`src/rtl/btn_repeat.sv`:
```
// btn_repeat: push-button front end for the clock/timer counters.
// Raw button levels pass through a 2-FF synchroniser. A slow sample tick
// then debounces them. Each accepted press gives a one-CLK PULSE, and
// buttons with their mask bit set also give auto-repeat pulses while held.
// LEVEL carries the debounced pressed state.

module btn_repeat #(
    parameter int               N            = 3,
    parameter int               SAMPLE_DIV   = 500000,
    parameter int               REPEAT_DELAY = 50,
    parameter int               REPEAT_RATE  = 10,
    parameter logic [N-1:0]     REPEAT_MASK  = 3'b011
) (
    input  logic         CLK,
    input  logic         RST,
    input  logic [N-1:0] nBUTTON,
    output logic [N-1:0] PULSE,
    output logic [N-1:0] LEVEL
);

    // Tick counter width. SAMPLE_DIV >= 2 keeps this at least one bit.
    localparam int CW = $clog2(SAMPLE_DIV);
    // The hold counter is one bit wider than needed to reach REPEAT_DELAY-1,
    // so it can never wrap.
    localparam int HW = $clog2(REPEAT_DELAY) + 1;

    localparam logic [CW-1:0] TICK_LAST = CW'(SAMPLE_DIV - 1);
    localparam logic [HW-1:0] HC_LAST   = HW'(REPEAT_DELAY - 1);
    // After a repeat, the counter reloads to this value so that the next
    // repeat comes REPEAT_RATE ticks later.
    localparam logic [HW-1:0] HC_RELOAD = HW'(REPEAT_DELAY - REPEAT_RATE);

    logic [N-1:0]    sync_meta;
    logic [N-1:0]    s;
    logic [CW-1:0]   tick_cnt;
    logic            tick;
    logic [N-1:0]    prev;
    logic [N-1:0]    agree;
    logic [HW-1:0]   hc [N];

    // Two-flop synchroniser: nBUTTON is asynchronous to CLK.
    // NOTE: sequential state uses non-blocking (<=) assignments only. Every
    // flop then samples the values from before the edge, and the result does
    // not depend on the order in which the processes run.
    always_ff @(posedge CLK or posedge RST) begin
        if (RST) begin
            sync_meta <= '0;
            s         <= '0;
        end else begin
            sync_meta <= nBUTTON;
            s         <= sync_meta;
        end
    end

    // Free-running divider. tick is high for the single count SAMPLE_DIV-1.
    always_ff @(posedge CLK or posedge RST) begin
        if (RST) begin
            tick_cnt <= '0;
        end else if (tick) begin
            tick_cnt <= '0;
        end else begin
            tick_cnt <= tick_cnt + CW'(1);
        end
    end

    assign tick  = (tick_cnt == TICK_LAST);

    // Two consecutive tick samples agree when the current s matches the
    // sample stored on the previous tick.
    assign agree = ~(s ^ prev);

    // Per-button debounce, press/release acceptance and auto-repeat timing.
    // All buttons are updated in parallel and never interact.
    always_ff @(posedge CLK or posedge RST) begin
        if (RST) begin
            prev  <= '0;
            LEVEL <= '0;
            PULSE <= '0;
            // NOTE: the hold counters are a small register array, not a RAM,
            // so clearing them in reset costs nothing. Clearing them also
            // ensures that a hold interrupted by reset restarts from a known
            // point.
            for (int i = 0; i < N; i++) begin
                hc[i] <= '0;
            end
        end else begin
            // A pulse lasts exactly one CLK. The default is low, and only a
            // tick edge can raise it.
            PULSE <= '0;
            if (tick) begin
                prev <= s;
                for (int i = 0; i < N; i++) begin
                    if (agree[i] && s[i] && !LEVEL[i]) begin
                        // Press accepted: this is the only non-repeat pulse.
                        LEVEL[i] <= 1'b1;
                        PULSE[i] <= 1'b1;
                        hc[i]    <= '0;
                    end else if (agree[i] && !s[i] && LEVEL[i]) begin
                        // Release accepted. It takes priority over a repeat
                        // due on the same tick.
                        LEVEL[i] <= 1'b0;
                        hc[i]    <= '0;
                    end else if (LEVEL[i]) begin
                        // The button is still held. A disagreeing sample is
                        // bounce and leaves LEVEL unchanged.
                        if (REPEAT_MASK[i] && (hc[i] == HC_LAST)) begin
                            PULSE[i] <= 1'b1;
                            hc[i]    <= HC_RELOAD;
                        end else if (REPEAT_MASK[i] || (hc[i] != HC_LAST)) begin
                            // A button without repeat saturates at HC_LAST.
                            hc[i] <= hc[i] + HW'(1);
                        end
                    end
                end
            end
        end
    end

endmodule

```
`config.mk`:
```
export PLATFORM = sky130hd
export DESIGN_NAME = btn_repeat
export DESIGN_NICKNAME = d
export VERILOG_FILES = /design/src/rtl/btn_repeat.sv
export SDC_FILE = /design/constraint.sdc
export NUM_CORES = 1
export LEC_CHECK = 0
export ABC_AREA = 1
export BUFFER_PORTS_ARGS = -buffer_cell sky130_fd_sc_hd__buf_2
export CORE_MARGIN = 2
export CORE_UTILIZATION = 55
export CTS_BUF_LIST = sky130_fd_sc_hd__clkbuf_16
export DETAILED_ROUTE_END_ITERATION = 8
export HOLD_SLACK_MARGIN = 0.03
export PLACE_DENSITY = 0.72
export SLEW_MARGIN = 20
export SYNTH_ARGS = -nofsm -noshare
export SYNTH_HDL_FRONTEND = slang
export SYNTH_SLANG_ARGS = --single-unit
```
`constraint.sdc`:
```
create_clock -name CLK -period 1.6 [get_ports CLK]
set_clock_uncertainty 0.15 [all_clocks]
set_input_delay 0.32 -clock CLK [delete_from_list [all_inputs] [get_ports CLK]]
set_output_delay 0.32 -clock CLK [all_outputs]
set_load 0.02 [all_outputs]
```
==> results of run 1 <==
[registers in the layout, summed over array words and instances, names as in the netlist]
register / cells
sync_meta: 3
LEVEL: 3
s: 3
tick_cnt: 19
hc: 14
prev: 3
PULSE: 3
[per-stage QoR]
stage                     utilization, %  cells
final                               73.6    488
after detailed placement            63.6    464
after global routing                73.6    488
after CTS                           69.9    483
after floorplan                        -    365
after global placement              63.6    464
[timing repair]
item / in CTS / in global routing
pin swaps: 5 / 18
cloned: 1 / 0
setup endpoints to repair: 22 / 36
resized for setup: 6 / 45
hold buffers: 4 / 0
endpoints found under the hold margin: 51 / 0
setup buffers: 6 / 5
[synthesized netlist by cell type (3+ instances only)]
library cell / n / area share (%)
o21ai_1: 3 / 0.56
o21ai_0: 6 / 1.1
xor2_1: 11 / 3.6
ha_1: 5 / 2.3
nor2_4: 5 / 2.1
nand3_1: 23 / 4.3
inv_2: 3 / 0.42
nor2_2: 3 / 0.70
inv_1: 53 / 7.4
nor2_1: 60 / 8.4
nand2_1: 114 / 16
nor3_1: 5 / 0.93
dfrtp_1: 48 / 45
nand4_1: 12 / 2.8
[layout make-up]
cell class | count | area, um^2
fill | 346 | 1250
clock inverter | 3 | 46.3
sequential | 48 | 1200
inverter | 56 | 216
tap | 67 | 83.8
clock buffer | 5 | 125
timing repair buffer | 49 | 380
multi-input combinational | 260 | 1420
[cell families after synthesis]
| family | count (synthesis) | share of synthesized area [%] |
|---|---|---|
| xor gates and xnor gates | 11 | 3.58 |
| adders and majority gates | 5 | 2.33 |
| and+or+nand+nor | 231 | 38.7 |
| DFF | 48 | 44.7 |
| AOI/OAI and AO/OA | 12 | 2.33 |
| buffers and inverters | 58 | 8.38 |
[worst max path at each step]
stage | cells after the start | from | slack [ns] | to
2_1_floorplan | 9 | tick_cnt[0] | 0.03 | LEVEL[2]
3_3_place_gp | 8 | tick_cnt[0] | -0.08 | LEVEL[2]
3_5_place_dp | 8 | tick_cnt[0] | -0.09 | LEVEL[1]
4_1_cts | 9 | tick_cnt[0] | 0.0008 | LEVEL[2]
5_1_grt | 9 | tick_cnt[0] | -0.16 | LEVEL[1]
6_report | 6 | tick_cnt[9] | -0.07 | PULSE[0]
[layer usage]
layer | global-route usage (%) | wire length [um] | vias up
met1 | 35.2 | 3020 | 1139
li1 | - | - | 1234
met2 | 40.9 | 3140 | 67
met3 | 4.12 | 256 | 12
met5 | 0 | 0 | -
met4 | 6.06 | 129 | 0
[power by group through the flow]
stage	Combinational (mW)	Sequential, mW	Clock (mW)
finish	0.0460	1.22	1.22
CTS	0.0473	1.22	1.23
global route	0.0537	1.22	1.27
detailed placement	0.0398	1.25	0
floorplan	0.0207	1.25	0
global placement	0.0386	1.25	0
==> metrics.md, run 1 <==
| Metric | Value |
|---|---|
| Status | `finished, violations left` |
| Failing checks | `setup timing` |
| CP startpoint kind | `flop` |
| Clock latency on the worst-skew pair | `0.29 ns` |
| Most used cell, CP | `nand2_1` |
| HP Class | `reg -> reg` |
| First-pass GRT wire length | `10300 um` |
| # IOs | `11` |
| Worst-path clk slew | `0.07 ns` |
| CTS tree | `done` |
| Starting Density | `56.9%` |
| Final Hold Fails | `0` |
| Crit path buffers/inverters | `1` |
| Endpoints failing setup | `20` |
| Critical path, cell by cell | `buf_4 -> nor2_1 -> nand4_1 -> nor3_4 -> nand2_1 -> nand2_1` |
| Crit path max-delay cell type | `dfrtp_1` |
| Die X | `73.9 um` |
| Syn_nets | `375` |
| Number of global-route vias before repair | `2275` |
| Max-cap violations | `0` |
| Row count | `25` |
| Relative slew margins | `67.0%` |
| Combinational power share | `1.8%` |
| Final #Nets | `430` |
| Overall power | `2.49 mW` |
| Place WS | `-0.0884 ns` |
| Placer congestion estimate | `0.911` |
| Sum of negative setup slack | `-0.525 ns` |
| Area of placed instances | `3000 um^2` |
| Reg-to-reg endpoint | `PULSE[0]` |
| DIE AREA | `5460 um^2` |
| Num CTS Buffers | `5` |
| Post-synth EDFFs | `0` |
| Crit Path Class | `reg -> reg` |
| Overflow after GRT | `0` |
| Pin count of the biggest net entering global routing | `49` |
| Pleak | `1.87 nW` |
| Sequential fraction of the synthesis area | `44.7%` |
| Critical Path Fanout Max | `4` |
| TritonRoute pass-1 iters | `4` |
| Via density | `5.02` |
| Total Wirelength | `6550 um` |
| IO Port Bufs | `10` |
| Mapped Cells | `365` |
| Root buf cell | `clkbuf_16` |
| Sink Count | `48` |
| CP arrival | `1.75 ns` |
| Htree depth | `2` |
| Die height | `73.9 um` |
| Sw Ratio | `20.5%` |
| Synthesized area | `2690 um^2` |
| Final antenna-violating net count | `0` |
| P&R area growth vs syn | `29.4%` |
| Clock share of power | `49.0%` |
| Drt drc | `0` |
| Pwr dens | `716 nW/um^2` |
| Required time worst endpoint | `1.68 ns` |
| Synth cell types | `24` |
| Reg2reg start | `tick_cnt[9]` |
| Period minus WS final | `1.67 ns` |
| P_int | `1.98 mW` |
| Synth warn | `0` |
| Core area | `4720 um^2` |
| Commonest non-fill, non-tap cell in the layout | `nand2_1` |
| Overall global routing resource usage | `25.0%` |
| Antenna diode count | `0` |
| VDD IR max | `586 uV` |
| Main synth FF type | `dfrtp_1` |
| Hold path endpoint | `s[0]` |
| Final WS setup | `-0.0710 ns` |
| Slew Limit Fails | `0` |
| FFs w/ async S/R, synth | `100%` |
| Initial DRC count | `167` |
| Hold depth | `0` |
| Crit. End Element | `flop` |
| Post-synthesis register bit count | `48` |
| Peak Freq | `598 MHz` |
| Sequential Power Share | `49.1%` |
| Placed wire-length estimate | `3990 um` |
| Reg2reg path depth | `6` |
| Final Cell Area | `3480 um^2` |
| Layout cells sized above 1 | `25.4%` |
| CP top delay family | `simple AND/OR/NAND/NOR gates` |
| Wirelength per Cell | `13.4 um` |
| R2r setup slk | `-0.07 ns` |
| Final worst-path cycle share | `104%` |
| Worst slew pin tran | `0.495 ns` |
| Vias after detailed routing | `2452` |
| RSZ-0062 raised after global routing | `true` |
| Commonest non-fill, non-tap cells in the layout | `nand2_1 (99), inv_1 (51), nor2_1 (50)` |
| Clock Path Buffers | `2` |
| Critical Path Max Stage Delay | `0.43 ns` |
| HP Start | `sync_meta[0]` |
| Avg Cell Area, Syn | `7.36 um^2` |
| Sw Pwr | `511 uW` |
| Initial antenna violation count | `0` |
| Hold_ws | `0.202 ns` |
(Power assumes the default switching activity.)
==> run 2, diff against run 1 <==
--- a/config.mk
+++ b/config.mk
@@ -5,14 +5,13 @@
 export SDC_FILE = /design/constraint.sdc
 export NUM_CORES = 1
 export LEC_CHECK = 0
-export ABC_AREA = 1
 export BUFFER_PORTS_ARGS = -buffer_cell sky130_fd_sc_hd__buf_2
 export CORE_MARGIN = 2
-export CORE_UTILIZATION = 55
+export CORE_UTILIZATION = 54
 export CTS_BUF_LIST = sky130_fd_sc_hd__clkbuf_16
 export DETAILED_ROUTE_END_ITERATION = 8
 export HOLD_SLACK_MARGIN = 0.03
-export PLACE_DENSITY = 0.72
+export PLACE_DENSITY = 0.71
 export SLEW_MARGIN = 20
 export SYNTH_ARGS = -nofsm -noshare
 export SYNTH_HDL_FRONTEND = slang
==> run 2 against run 1 <==
  * Critical path type unchanged
  * The run still ends with setup timing left
  * Synthesized cell count fell by 38%
  * Count of clock-buffer cells in the layout stayed put
  * Combinational power increased by 9.6%
==> metrics.md, run 2 <==
| Metric | Value |
|---|---|
| IO Port Bufs | `10` |
| Post-synth EDFFs | `0` |
| Sum of negative setup slack | `-21.00 ns` |
| Crit path max-delay cell type | `or4b_1` |
| Pin count of the biggest net entering global routing | `20` |
| CP arrival | `2.40 ns` |
| Worst slew pin tran | `0.545 ns` |
| Relative slew margins | `63.7%` |
| Synth cell types | `42` |
| Htree depth | `2` |
| Post-synthesis register bit count | `48` |
| Overall power | `2.46 mW` |
| Critical path, cell by cell | `or4b_1 -> or4_4 -> or2_4 -> buf_6 -> o31ai_2 -> o21ai_1` |
| Biggest regs | `tick_cnt x19, hc x14` |
| Core area | `4000 um^2` |
| Initial antenna violation count | `0` |
| Starting Density | `56.4%` |
| Via density | `5.76` |
| DIE AREA | `4710 um^2` |
| Pwr dens | `737 nW/um^2` |
| Area of placed instances | `2830 um^2` |
| CP top delay family | `simple AND/OR/NAND/NOR gates` |
| Crit Path Class | `reg -> reg` |
| Period minus WS final | `2.39 ns` |
| TritonRoute pass-1 iters | `4` |
| Endpoints failing setup | `33` |
| Wirelength per Cell | `16.4 um` |
| Placer congestion estimate | `0.838` |
| Root buf cell | `clkbuf_16` |
| Clock latency on the worst-skew pair | `0.29 ns` |
| Most numerous cell in the Yosys netlist | `dfrtp_1` |
| Vias after detailed routing | `2092` |
| Die X | `68.6 um` |
| Peak Freq | `418 MHz` |
| Status | `finished, violations left` |
| Commonest non-fill, non-tap cells in the layout | `buf_4 (58), dfrtp_1 (48), nand2_1 (28)` |
| Sequential fraction of the synthesis area | `53.2%` |
| Mapped Cells | `226` |
| Num CTS Buffers | `5` |
| Row count | `23` |
| FFs w/ async S/R, synth | `100%` |
| Critical Path Max Stage Delay | `0.52 ns` |
| Number of global-route vias before repair | `2006` |
| Synthesized area | `2260 um^2` |
| Main synth FF type | `dfrtp_1` |
| Sink Count | `48` |
| Slew Limit Fails | `0` |
| Overall global routing resource usage | `25.4%` |
| Synth cell count leaders | `dfrtp_1 (48), nand2_1 (30), nor2_1 (24)` |
| Syn_nets | `236` |
| Die height | `68.6 um` |
| CP startpoint kind | `flop` |
| Antenna diode count | `0` |
| Worst-path clk slew | `0.06 ns` |
| WP depth | `6` |
| Crit path buffers/inverters | `1` |
| Synth area leader | `dfrtp_1` |
| Critical Path Fanout Max | `6` |
| Placed wire-length estimate | `3480 um` |
| VDD IR max | `510 uV` |
| Overflow after GRT | `0` |
| Commonest non-fill, non-tap cell in the layout | `buf_4` |
| Final worst-path cycle share | `149%` |
| Avg Cell Area, Syn | `9.98 um^2` |
| Final antenna-violating net count | `0` |
| CTS tree | `done` |
| Max FFs per register | `19` |
| Initial DRC count | `206` |
| Pleak | `1.53 nW` |
| Final #Nets | `322` |
| Final Cell Area | `3330 um^2` |
| Required time worst endpoint | `1.61 ns` |
| RSZ-0062 raised after global routing | `true` |
| Share of the synthesized area in the top cell type | `53.2%` |
| Hold depth | `0` |
| Max-cap violations | `0` |
| Crit. End Element | `flop` |
| Biggest register | `tick_cnt` |
| Final WS setup | `-0.792 ns` |
| Layout cells sized above 1 | `38.0%` |
| # IOs | `11` |
| Clock Path Buffers | `2` |
| Synth area leaders | `dfrtp_1 (53%), nand2_1 (5.0%), nor2_1 (4.0%), nand3_1 (3.5%), xor2_1 (3.1%)` |
| Synth warn | `0` |
| P&R area growth vs syn | `47.8%` |
| Final Hold Fails | `0` |
| Drt drc | `0` |
| First-pass GRT wire length | `8700 um` |
| HP Class | `reg -> reg` |
| Reg2reg path depth | `6` |
| Total Wirelength | `5970 um` |
| Failing checks | `setup timing` |
## run 2: changes by cell type after synthesis, moves of 7 or more
cell,delta
nor2_1,-36
nand2_1,-84
inv_1,-48
xnor2_1,+7
nand3_1,-7
## run 2: through the flow
| stage | util (%) | worst slack [ns] | hold WS (ns) | instances |
|---|---|---|---|---|
| global placement | 70.8 | -0.690 | 0.170 | 344 |
| CTS | 78.9 | -0.707 | 0.198 | 359 |
| floorplan | - | -0.799 | 0.181 | 226 |
| finish | 83.4 | -0.792 | 0.196 | 363 |
| detailed placement | 70.8 | -0.782 | 0.179 | 344 |
| global route | 83.4 | -0.861 | 0.207 | 363 |
## run 2: what timing repair did
action	4_1_cts	5_1_grt
gates resized for setup	19	27
hold endpoints to repair	16	0
buffers inserted	3	4
setup endpoints to repair	34	36
pin swaps	8	15
hold buffers	4	0
## run 2: path summary, 6_finish.rpt
kind / to / slack [ns] / from
max: hc[16] / -0.79 / tick_cnt[12]
min: s[0] / 0.20 / sync_meta[0]
max reg2reg: hc[16] / -0.79 / tick_cnt[12]
min reg2reg: s[0] / 0.20 / sync_meta[0]
max in group asynchronous: tick_cnt[9] / 0.44 / RST
min in group asynchronous: s[0] / 0.44 / RST
## run 2: final cells by class
cell class / instances / area [um^2]
flip-flops and latches: 48 / 1200
clock inverters: 3 / 42.5
repair buffers: 83 / 684
clock buffers: 5 / 125
well taps: 50 / 62.6
inverters: 5 / 22.5
multi-input cells: 169 / 1200
fillers: 207 / 666
## run 2: kinds of logic (layout without fill, tap and decap cells)
logic type	count (synthesis)	after routing	synth area share (%)
and+or+nand+nor	109	109	24.3
DFF	48	48	53.2
AOI/OAI and AO/OA	38	38	11.1
xor gates and xnor gates	15	15	5.82
buffers and inverters	9	96	1.89
adders and majority gates	5	5	2.77
muxes	2	2	0.887
## run 2: layer usage
layer,vias up,track usage [%],wire length [um]
met2,53,45.2,3230
met1,1031,30.4,2430
met4,0,9.75,162
met3,23,4.38,145
li1,985,-,-
met5,-,0,0
## run 2: worst reg2reg max path: cells and delay by family (launching register included)
family	cells	cell delay, ns
buf+inv	1	0.15
flops	1	0.38
simple gates	3	1.23
compound gates	2	0.37
## run 2: power breakdown
| group | total (mW) | leakage [nW] | internal (mW) | switching, mW |
|---|---|---|---|---|
| combinational | 0.0504 | 0.806 | 0.0202 | 0.0302 |
| sequential | 1.23 | 0.642 | 1.22 | 0.00480 |
| clock | 1.18 | 0.0814 | 0.734 | 0.447 |
==> run 3, diff against run 2 <==
--- a/config.mk
+++ b/config.mk
@@ -6,8 +6,10 @@
 export NUM_CORES = 1
 export LEC_CHECK = 0
 export BUFFER_PORTS_ARGS = -buffer_cell sky130_fd_sc_hd__buf_2
+export CELL_PAD_IN_SITES_DETAIL_PLACEMENT = 0
+export CELL_PAD_IN_SITES_GLOBAL_PLACEMENT = 2
 export CORE_MARGIN = 2
-export CORE_UTILIZATION = 54
+export CORE_UTILIZATION = 35
 export CTS_BUF_LIST = sky130_fd_sc_hd__clkbuf_16
 export DETAILED_ROUTE_END_ITERATION = 8
 export HOLD_SLACK_MARGIN = 0.03
==> run 3 against run 2 <==
  * The flow still finishes with violations (setup timing)
  * Sequential power barely moved
  * Power fell by 7.0%
  * Non-clock buffer count fell by 3
  * Worst hold slack improved by 0.0023 ns
  * Sequential share of layout area rose by 0.22 points
  * Utilization fell by 31 points
  * Register-to-register slack improved by 0.07 ns
  * Critical endpoint is now hc[20]
==> metrics.md, run 3 (synthesis results as in run 2) <==
| Metric | Value |
|---|---|
| Status | `finished, violations left` |
| Failing checks | `setup timing` |
| Final antenna-violating net count | `0` |
| Clock latency on the worst-skew pair | `0.28 ns` |
| Period minus WS final | `2.32 ns` |
| HP Class | `reg -> reg` |
| Biggest register | `tick_cnt` |
| Util after Layout | `52.8%` |
| Grt met2 use | `25.9%` |
| Critical Path Fanout Max | `5` |
| Sum of negative setup slack | `-19.88 ns` |
| Final WS setup | `-0.724 ns` |
| Overflow after GRT | `0` |
| Root buf cell | `clkbuf_16` |
| Reg2reg start | `tick_cnt[10]` |
| Initial DRC count | `37` |
| TritonRoute pass-1 iters | `4` |
| VDD IR max | `471 uV` |
| Global routing usage on met3 | `2.95%` |
| Worst slew pin tran | `0.534 ns` |
| Row count | `29` |
| Slew Limit Fails | `0` |
| Die X | `84.3 um` |
| Commonest non-fill, non-tap cell in the layout | `buf_4` |
| Sw Ratio | `21.0%` |
| Final worst-path cycle share | `145%` |
| Drt drc | `0` |
| CP top delay family | `simple AND/OR/NAND/NOR gates` |
| Placer congestion estimate | `0.746` |
| Sink Count | `48` |
| Crit Path Class | `reg -> reg` |
| Pwr dens | `690 nW/um^2` |
| HP Start | `sync_meta[2]` |
| Layout filler cell count | `577` |
| Busiest grt layer | `met2` |
| Pleak | `1.49 nW` |
| Combinational power share | `2.1%` |
| Core area | `6280 um^2` |
| Max-cap violations | `0` |
| # IOs | `11` |
| CP startpoint | `tick_cnt[10]` |
| P_int | `1.81 mW` |
| Antenna diode count | `0` |
| Number of global-route vias before repair | `1964` |
| Starting Density | `35.9%` |
| CP startpoint kind | `flop` |
| DIE AREA | `7100 um^2` |
| Required time worst endpoint | `1.61 ns` |
| Total Wirelength | `5340 um` |
| Final #Nets | `319` |
| Sequential Power Share | `53.6%` |
| Crit path max-delay cell type | `or4b_1` |
| Max FFs per register | `19` |
| Biggest regs | `tick_cnt x19, hc x14` |
| Die height | `84.3 um` |
| Overall global routing resource usage | `15.7%` |
| Layout cells sized above 1 | `38.4%` |
| Initial antenna violation count | `0` |
| Wirelength per Cell | `13.8 um` |
| Vias after detailed routing | `1907` |
| First-pass GRT wire length | `9070 um` |
| Worst-path clk slew | `0.07 ns` |
| Commonest non-fill, non-tap cells in the layout | `buf_4 (56), dfrtp_1 (48), nand2_1 (27)` |
| Crit path buffers/inverters | `1` |
| Num CTS Buffers | `5` |
| Clock Path Buffers | `2` |
| Crit. End Element | `flop` |
| Met1 usage | `21.3%` |
| P&R area growth vs syn | `46.9%` |
| Sw Pwr | `479 uW` |
| Htree depth | `2` |
| IO Port Bufs | `10` |
| CP arrival | `2.34 ns` |
| Pin count of the biggest net entering global routing | `49` |
| Via density | `4.93` |
| Final Hold Fails | `0` |
| Register area | `1200 um^2` |
| RSZ-0062 raised after global routing | `true` |
| CTS tree | `done` |
| Critical Path Max Stage Delay | `0.51 ns` |
| Clock share of power | `44.3%` |
| Area of the multi-input gates | `1220 um^2` |
| Peak Freq | `430 MHz` |
| Placed wire-length estimate | `3490 um` |
| Relative slew margins | `64.3%` |
| Endpoints failing setup | `33` |
| Critical path, cell by cell | `or4b_1 -> or4_4 -> or2_4 -> buf_8 -> o31ai_4 -> o31ai_2` |
-- run 3: cell type report --
type                    instances  area share (%)
well taps                      77            2.91
clock buffers                   5            3.78
multi-input cells             169            36.8
flip-flops and latches         48            36.2
repair buffers                 80            19.2
inverters                       5           0.680
clock inverters                 3           0.415
-- run 3: through the flow --
step	hold slack [ns]	power, mW	cells	instance area, um^2	setup slack (ns)
2_1_floorplan	0.181	1.27	226	2280	-0.799
3_3_place_gp	0.182	1.29	368	2840	-0.714
3_5_place_dp	0.186	1.29	368	2840	-0.755
4_1_cts	0.200	2.33	385	3150	-0.708
5_1_grt	0.201	2.37	387	3310	-0.794
6_report	0.199	2.29	387	3310	-0.724
-- run 3: power by group through the flow --
stage          logic [mW]  registers [mW]  clock network, mW
2_1_floorplan      0.0188            1.25                  0
3_3_place_gp       0.0413            1.25                  0
3_5_place_dp       0.0422            1.25                  0
4_1_cts            0.0499            1.22               1.05
5_1_grt            0.0537            1.23               1.09
6_report           0.0474            1.23               1.01
-- run 3: per-layer routing --
layer | routed length [um] | up-vias | part of all wire, %
met1 | 2540 | 908 | 48
met3 | 91 | 4 | 1.7
met5 | 0 | - | 0
met4 | 53 | 0 | 0.99
li1 | - | 984 | -
met2 | 2650 | 11 | 50
-- run 3: worst paths after layout --
path	to	slack, ns	depth (start not counted)
worst max-delay path	hc[20]	-0.72	6
worst min-delay path	s[2]	0.20	0
worst max register to register	hc[20]	-0.72	6
worst min register to register	s[2]	0.20	0
max in group asynchronous	hc[20]	0.56	4
min in group asynchronous	s[0]	0.48	4
-- run 3: worst reg2reg max path: stages, from the launching register on --
cell and delay (ns):
dfrtp_1 0.38, or4b_1 0.51, or4_4 0.43, or2_4 0.26
buf_8 0.14, o31ai_4 0.24, o31ai_2 0.09
-- run 3: timing repair --
action / in CTS / in global routing
cloned: 1 / 0
buffers inserted: 4 / 2
endpoints found under the hold margin: 51 / 0
pin swaps: 3 / 13
resized for setup: 22 / 31
hold buffers: 4 / 0
endpoints found under the setup margin: 34 / 38
